File: config.mk
export PLATFORM = sky130hd
export DESIGN_NAME = dcache_port_arbiter
export DESIGN_NICKNAME = d
export VERILOG_FILES = /design/src/rtl/cache_pkg.sv /design/src/rtl/dcache_port_arbiter.sv
export SDC_FILE = /design/constraint.sdc
export NUM_CORES = 1
export LEC_CHECK = 0
export BUFFER_PORTS_ARGS = -buffer_cell sky130_fd_sc_hd__buf_2
export CAP_MARGIN = 20
export CORE_AREA = 2 2 161 163
export DETAILED_ROUTE_END_ITERATION = 8
export DIE_AREA = 0 0 163 165
export HOLD_SLACK_MARGIN = 0.1
export REMOVE_ABC_BUFFERS = 1
export SYNTH_ARGS = -nofsm -noshare
export SYNTH_HDL_FRONTEND = slang
export SYNTH_SLANG_ARGS = --single-unit
File: constraint.sdc
create_clock -name clk -period 1.9 [get_ports clk]
set_input_delay 0.095 -clock clk [delete_from_list [all_inputs] [get_ports clk]]
set_output_delay 0.095 -clock clk [all_outputs]
set_load 0.05 [all_outputs]
File: src/rtl/cache_pkg.sv
// Shared D-cache port definitions: request tag fields, tag width and the
// arbiter state encoding. No ports; imported by dcache_port_arbiter.
package cache_pkg;

    localparam int TAG_W = 13;

    // Tag layout: {dir, MEMORY, DATA, 7'b0}
    localparam logic       READ   = 1'b1;
    localparam logic       WRITE  = 1'b0;
    localparam logic [3:0] MEMORY = 4'b0001;
    localparam logic       DATA   = 1'b1;

    typedef enum logic [2:0] {
        IDLE    = 3'd0,
        RD_REQ  = 3'd1,
        RD_WAIT = 3'd2,
        WR_ADDR = 3'd3,
        WR_DATA = 3'd4,
        WR_WAIT = 3'd5
    } arb_state_t;

    function automatic logic [TAG_W-1:0] make_tag(input logic dir);
        return {dir, MEMORY, DATA, 7'b0};
    endfunction

endpackage

File: src/rtl/dcache_port_arbiter.sv
// Shares the single D-cache core port between Memory-stage reads and
// Writeback-stage two-beat writes, with round-robin arbitration on ties and a
// sticky watchdog flag for transactions that stay outstanding too long.
//
// Ports:
//   clk, reset (async, active-low)
//   rd_reqcyc/rd_addr        -> rd_respcyc/rd_data      read side
//   wr_reqcyc/wr_addr/wr_data -> wr_done                write side
//   c_reqcyc/c_req/c_reqtag <- c_reqack                 cache request
//   c_respcyc/c_resp        -> c_respack                cache response
//   timeout_err                                          sticky watchdog flag
//
// state   | meaning
// IDLE    | no transaction, arbitrating
// RD_REQ  | read address presented, waiting for ack
// RD_WAIT | read accepted, waiting for response
// WR_ADDR | write address presented, waiting for ack
// WR_DATA | write data beat (one cycle, no ack)
// WR_WAIT | write issued, waiting for response
module dcache_port_arbiter
    import cache_pkg::*;
#(
    parameter int TIMEOUT = 1023
) (
    input  logic              clk,
    input  logic              reset,
    input  logic              rd_reqcyc,
    input  logic [63:0]       rd_addr,
    output logic              rd_respcyc,
    output logic [63:0]       rd_data,
    input  logic              wr_reqcyc,
    input  logic [63:0]       wr_addr,
    input  logic [63:0]       wr_data,
    output logic              wr_done,
    output logic              c_reqcyc,
    output logic [63:0]       c_req,
    output logic [TAG_W-1:0]  c_reqtag,
    input  logic              c_reqack,
    input  logic              c_respcyc,
    input  logic [63:0]       c_resp,
    output logic              c_respack,
    output logic              timeout_err
);

    localparam logic [9:0] WD_LIMIT = 10'(TIMEOUT);

    arb_state_t        state_q, state_d;
    logic              last_wr_q, last_wr_d;
    logic [9:0]        wd_q, wd_d;
    logic              err_q, err_d;
    logic              c_reqcyc_q, c_reqcyc_d;
    logic [63:0]       c_req_q, c_req_d;
    logic [TAG_W-1:0]  c_reqtag_q, c_reqtag_d;
    logic              rd_respcyc_q, rd_respcyc_d;
    logic [63:0]       rd_data_q, rd_data_d;
    logic              wr_done_q, wr_done_d;
    logic              c_respack_q, c_respack_d;

    logic grant_wr, grant_rd, read_done, write_done;

    // Tie goes to whichever side was not granted last.
    assign grant_wr = wr_reqcyc && (!rd_reqcyc || !last_wr_q);
    assign grant_rd = rd_reqcyc && !grant_wr;

    // A read may finish straight from RD_REQ when ack and response coincide.
    assign read_done  = c_respcyc && ((state_q == RD_WAIT) ||
                                      (state_q == RD_REQ && c_reqack));
    assign write_done = c_respcyc && (state_q == WR_WAIT);

    always_ff @(posedge clk or negedge reset) begin
        if (!reset) begin
            state_q      <= IDLE;
            last_wr_q    <= 1'b0;
            wd_q         <= '0;
            err_q        <= 1'b0;
            c_reqcyc_q   <= 1'b0;
            c_req_q      <= '0;
            c_reqtag_q   <= '0;
            rd_respcyc_q <= 1'b0;
            rd_data_q    <= '0;
            wr_done_q    <= 1'b0;
            c_respack_q  <= 1'b0;
        end else begin
            state_q      <= state_d;
            last_wr_q    <= last_wr_d;
            wd_q         <= wd_d;
            err_q        <= err_d;
            c_reqcyc_q   <= c_reqcyc_d;
            c_req_q      <= c_req_d;
            c_reqtag_q   <= c_reqtag_d;
            rd_respcyc_q <= rd_respcyc_d;
            rd_data_q    <= rd_data_d;
            wr_done_q    <= wr_done_d;
            c_respack_q  <= c_respack_d;
        end
    end

    always_comb begin
        state_d = state_q;
        case (state_q)
            IDLE: begin
                if (grant_wr)      state_d = WR_ADDR;
                else if (grant_rd) state_d = RD_REQ;
            end
            RD_REQ:  if (c_reqack)  state_d = c_respcyc ? IDLE : RD_WAIT;
            RD_WAIT: if (c_respcyc) state_d = IDLE;
            WR_ADDR: if (c_reqack)  state_d = WR_DATA;
            WR_DATA: state_d = WR_WAIT;
            WR_WAIT: if (c_respcyc) state_d = IDLE;
            default: state_d = IDLE;
        endcase
    end

    // Outputs are registered, so they are derived from the state being entered.
    always_comb begin
        c_reqcyc_d   = (state_d == RD_REQ) || (state_d == WR_ADDR) || (state_d == WR_DATA);
        c_req_d      = c_req_q;
        c_reqtag_d   = c_reqtag_q;
        case (state_d)
            RD_REQ: begin
                c_req_d    = rd_addr;
                c_reqtag_d = make_tag(READ);
            end
            WR_ADDR: begin
                c_req_d    = wr_addr;
                c_reqtag_d = make_tag(WRITE);
            end
            WR_DATA: begin
                c_req_d    = wr_data;
                c_reqtag_d = make_tag(WRITE);
            end
            default: ;
        endcase

        rd_respcyc_d = read_done;
        wr_done_d    = write_done;
        c_respack_d  = read_done || write_done;
        rd_data_d    = read_done ? c_resp : rd_data_q;

        last_wr_d = last_wr_q;
        wd_d      = wd_q;
        err_d     = err_q;
        if (state_q == IDLE) begin
            if (grant_wr || grant_rd) begin
                last_wr_d = grant_wr;
                wd_d      = '0;
            end
        end else if (wd_q != WD_LIMIT) begin
            wd_d = wd_q + 10'd1;
            if (wd_d == WD_LIMIT) err_d = 1'b1;
        end
    end

    assign c_reqcyc    = c_reqcyc_q;
    assign c_req       = c_req_q;
    assign c_reqtag    = c_reqtag_q;
    assign rd_respcyc  = rd_respcyc_q;
    assign rd_data     = rd_data_q;
    assign wr_done     = wr_done_q;
    assign c_respack   = c_respack_q;
    assign timeout_err = err_q;

endmodule

=== Yosys cells after proc, flatten, opt, wreduce, memory -nomap -nowiden ===
Index checks and enable logic that the tools add are counted.

* Memory bits (read-only): 0
* Latch bits: 0
* Output and inout bits: 146
* Input port bits: 262
* Flip-flop bits (word level): 160
* Bits in writable memories: 0
* Memories: 0

* $mul: 0
* Bitwise operators: 1
* Add/subtract/negate cells: 1
* Equal/unequal tests: 11
* Multiplexer cells: 12
* Divide/modulo/power cells: 0
* Reductions and logical operators: 23
* Shift operators: 0
* $lt $le $gt $ge: 0

{| class="wikitable"
|+ Operators by type and width
! kind !! number
|-
| case mux 64 bit (3 select lines) || 1
|-
| two-way mux 10 bit || 3
|-
| case mux 13 bit (2 select lines) || 1
|-
| two-way mux 3 bit || 5
|-
| case mux 3 bit (5 select lines) || 1
|-
| adder 10 x 1 -> 10 bit, second input constant || 1
|-
| equality test 10 bit, second input constant || 1
|-
| inequality test 10 bit, second input constant || 1
|-
| equality test 3 x 2 -> 1 bit, second input constant || 3
|-
| equality test 3 bit, second input constant || 3
|-
| equality test 3 x 1 -> 1 bit, second input constant || 2
|-
| logical OR 1 bit || 6
|-
| logical AND 1 bit || 5
|-
| AND reduction 2 bit || 2
|-
| nonzero test 2 bit || 2
|-
| OR reduction 2 bit || 2
|-
| logical NOT 1 bit || 3
|-
| logical NOT 3 bit || 1
|-
| AND reduction 3 bit || 1
|-
| nonzero test 3 bit || 1
|-
| two-way mux 2 bit || 1
|-
| inequality test 2 x 1 -> 1 bit, second input constant || 1
|-
| NOT 1 bit || 1
|}

=== Logic depth before layout (Yosys ltp) ===
* Word-level depth: 11
* Mapped depth: 7
* Gate-level depth less buffers: 5

=== Least setup slack after synthesis ===
No wires, ideal clock.

* Kind: reg-to-reg
* Start: reg wd_q[0]
* End: reg wd_q[5]
* Buffers on the path: 0
* Clock period less this slack: 1742 ps
* Data required time: 1774 ps
* Stages on the path, launching flop included: 6
* Setup slack: 158 ps
* Data arrival time: 1616 ps
* Library setup time: 126 ps
* Cells stage by stage: dfrtp_1 > ha_1 > nand3_2 > o31ai_1 > nor3_1 > a221o_1

* Word-level cells in the longest chain between the ends: 3
* Elaborated cells between the ends (all ways): 6

{| class="wikitable"
|+ Ends and longest elaborated chain
! element !! line !! source
|-
| from (decl) || dcache_port_arbiter.sv:49 || <nowiki>logic [9:0] wd_q, wd_d;</nowiki>
|-
| from (signal assigned) || dcache_port_arbiter.sv:86 || <nowiki>wd_q <= wd_d;</nowiki>
|-
| adder 10 x 1 -> 10 bit / inequality test 10 bit (equally long branches) || dcache_port_arbiter.sv:149, dcache_port_arbiter.sv:148 ||
|-
| two-way mux 10 bit / nonzero test 2 bit (equally long branches) || -- ||
|-
| two-way mux 10 bit / AND reduction 2 bit (equally long branches) || -- ||
|}

Several ways; a longest one is shown, not always the timed one. The select of a mux whose other input is x is not followed.
A chain may end at the register's enable or synchronous reset.

=== Final worst setup path ===
* Start: reg state_q[0]
* End: reg c_req_q[14] (netlist: c_req[14])

* Word-level cells in the longest chain between the ends: 5
* Elaborated cells between the ends (all ways): 18

{| class="wikitable"
|+ Ends and longest elaborated chain
! element !! line !! source
|-
| from (decl) || dcache_port_arbiter.sv:47 || <nowiki>arb_state_t state_q, state_d;</nowiki>
|-
| from (signal assigned) || dcache_port_arbiter.sv:84 || <nowiki>state_q <= state_d;</nowiki>
|-
| equality test 3 x 2 -> 1 bit, or another cell as far along || dcache_port_arbiter.sv:100 || <nowiki>case (state_q)</nowiki>
|-
| OR reduction 2 bit (no source line) / two-way mux 3 bit (equally long branches) || -- ||
|-
| case mux 3 bit (5 select lines) * || dcache_port_arbiter.sv:100 ||
|-
| equality test 3 bit, or another cell as far along || dcache_port_arbiter.sv:119 || <nowiki>case (state_d)</nowiki>
|-
| case mux 64 bit (3 select lines) / nonzero test 3 bit (equally long branches) || -- ||
|-
| to (signal assigned) || dcache_port_arbiter.sv:89 || <nowiki>c_req_q <= c_req_d;</nowiki>
|-
| to (decl) || dcache_port_arbiter.sv:52 || <nowiki>logic [63:0] c_req_q, c_req_d;</nowiki>
|}

Every way passes the cells marked *; elsewhere a longest branch is shown, timed or not.

==> flow_summary.toml <==
[power_and_ir_drop]
leakagePower_nw = 6.17
intPower_mw = 11.3
seq_power_share_pct = 23.6
power_density_nw_per_um2 = 1790
vdd_drop_max_uv = 1070
combPwrFrac_pct = 62.2
clkPwrFrac_pct = 14.2
swShare_pct = 52.5
p_sw_mw = 12.5

[final_layout]
layout.nets = 1612
final_layout_size_suffix_gt1_share_pct = 39.6
finalNonFillerCells = 1692
areaGrowthSynthToFinish_pct = 80.6
design_area_um2 = 13200

[route]
drt-initial-drc-count = 601
num_vias = 8641
drtAntennaViolNets = 0
vias_per_cell = 5.11
totalWireLength_um = 31100
drc_errors = 0
first_pass_iters = 7
wl_per_cell_um = 18.4

[critical_path]
startpoint = "state_q[0]$_DFF_PN0_"
critPathLaunchType = "register"
crit_buf_inv = 3
worstPathArrival_ns = 2.16
path_class = "register to register"
cp_slowest_cell = "dfrtp_2"
cp_top_family = "compound AO/OA/AOI/OAI gates"
worstSetupEndpointType = "register"
cp_cell_sequence = "buf_4 -> nor2_4 -> a22oi_2 -> buf_4 -> buf_12 -> a211oi_1 -> a32oi_1"
cp.required_ns = 2.17
max_stage_delay_ns = 0.44
rr_startpoint = "state_q[0]$_DFF_PN0_"
cp_max_fo = 25
path_common_cell = "buf_4"

[place]
gp_congestion = 0.775
placed_cells = 1397
io_buffers = 397
place_area_um2 = 9910
dp_slack_ns = -0.0145
dpl.hpwl_um = 18500

[worst_hold_path]
hold_path_class = "input pin to register"
min-delay-start = "rd_addr[3]"

[logic_synthesis]
synth.most_common_cell = "dfrtp_1"
yosys_most_used_dff = "dfrtp_1"
ys_async_sr_fraction_pct = 100
synth_top_cell_by_area = "dfrtp_1"
synth-edff-count = 0
synth_area_um2 = 7330
synth_top_area_share_pct = 50.8
synth_common_cells = "dfrtp_1, o21ai_0, inv_1"
synth_cells = 690
synth-seq-cells = 149
seq_area_frac_synth_pct = 50.8
ys_top_cells_by_area = "dfrtp_1, a32oi_1, mux2_1"
synth_warnings = 0
ys_types = 52
syn_area_per_cell_um2 = 10.6

[cts]
clk_path_buf_depth = 2
cts-root-buf = "clkbuf_16"
clk_latency_ns = 0.43
cts_tree = "done"
numCtsBuffers = 17
cts_num_sinks = 149
htree_levels = 4
cts.clk_slew.worst_paths_ns = 0.07

[die]
die-area_um2 = 26900
rows = 58
die_height_um = 165
num_io_pins = 408
initial_core_util_pct = 29.3
fp.dieW_um = 163
core_area_um2 = 25000

[timing]
hold-worst-slack_ns = 0.0988
relSlewSlack_pct = 58.1
fin_crit_ns = 1.89
hold_viol_final = 0
setup_viol = 0
fin_ws_ns = 0.0136
worst_pin_slew_ns = 0.629
fin_crit_sh_pct = 99.3
max_freq_mhz = 530
rsz0062_at_grt = "yes"
maxSlewViolCount = 0
skew_ns = 0.0206

[grt]
grt_max_degree = 57
grt_pass1_wl_um = 46800
grt_overflow = 0
grt_use_total_pct = 22.1
grt_pass1_vias = 8978
antenna_found_initial = 1

[status]
outcome = "finished clean"

[run]
max-cap-violations = 0
==> cell usage in the layout, fill, tap and decap left out, types with 6 or more instances in the layout <==
master,count
mux2_2,26
inv_6,6
mux2_1,38
o211ai_1,15
dfrtp_1,146
a211oi_1,32
buf_12,14
dlygate4sd3_1,258
nand3_1,51
buf_4,34
nor2_1,7
o21ai_0,70
a211oi_2,16
clkbuf_16,18
conb_1,10
nand2_1,23
buf_2,396
inv_1,53
a22oi_1,17
nor3_1,6
a32oi_1,50
==> kinds of logic after synthesis <==
kind of cell               synth area share (%)
AOI/OAI and AO/OA                          21.5
xor gates and xnor gates                  0.717
other                                    0.0511
adders and majority gates                 0.341
buffers and inverters                      8.38
and+or+nand+nor                            8.34
DFF                                        50.8
muxes                                      9.83
==> cell type report <==
| type | instances | area, um2 |
|---|---|---|
| Sequential cell | 149 | 3730 |
| Tap cell | 330 | 413 |
| Clock buffer | 18 | 429 |
| Clock inverter | 14 | 140 |
| Multi-Input combinational cell | 420 | 3140 |
| Antenna cell | 1 | 2.50 |
| Inverter | 54 | 203 |
| Timing Repair Buffer | 706 | 5180 |
| Fill cell | 2131 | 11800 |
==> power by group through the flow <==
stage	sequential [mW]	clock (mW)	combinational [mW]
global placement	5.57	0	13.6
finish	5.60	3.36	14.8
floorplan	10.8	0	3.82
detailed placement	5.59	0	13.8
global route	5.77	3.61	15.6
CTS	5.57	3.48	14.4
==> sequential cells by signal, summed over array words and instances (netlist names) <==
register     flops
c_reqcyc         1
wr_done          1
state_q          3
c_req           64
rd_data         64
last_wr_q        1
wd_q            10
timeout_err      1
c_respack        1
c_reqtag         2
rd_respcyc       1
==> worst reg2reg max path: cells and delay by family (launching register included) <==
kind | cells | cell delay [ns]
buf+inv | 3 | 0.52
simple gates | 1 | 0.13
compound gates | 3 | 0.66
flops | 1 | 0.44
==> repair_timing <==
action                                  CTS  global route
gates cloned                              1             1
pin swaps                                 1             5
endpoints found under the hold margin   282             0
hold buffers                            258             0
endpoints found under the setup margin    4            64
setup buffers                             1             1
resized for setup                         2            21
==> worst paths after layout <==
| kind | end | slack, ns | cells past startpoint |
|---|---|---|---|
| max in group asynchronous | state_q[2]$_DFF_PN0_ | 1.04 | 3 |
| max | c_req[14]$_DFFE_PN0P_ | 0.01 | 7 |
| min in group asynchronous | c_req[42]$_DFFE_PN0P_ | 0.16 | 2 |
| max reg2reg | c_req[14]$_DFFE_PN0P_ | 0.01 | 7 |
| min reg2reg | rd_data[43]$_DFFE_PN0P_ | 0.48 | 1 |
| min | c_req[3]$_DFFE_PN0P_ | 0.1 | 3 |
==> metrics by stage <==
stage | util [%] | power, mW | TNS, ns
finish | 52.9 | 23.7 | 0
global route | 52.9 | 25.0 | -0.0852
CTS | 52.4 | 23.4 | -0.0270
detailed placement | 39.6 | 19.4 | -0.0145
global placement | 39.6 | 19.2 | -0.00180
floorplan | - | 14.6 | -365.20
==> routing by layer <==
layer	GRT usage, %	vias up	share of wire [%]
li1	-	3856	-
met1	25.4	4112	39
met2	38.7	571	49
met3	5.42	102	8.3
met4	10.9	0	3.8
met5	0	-	0
(Power assumes the default switching activity.)
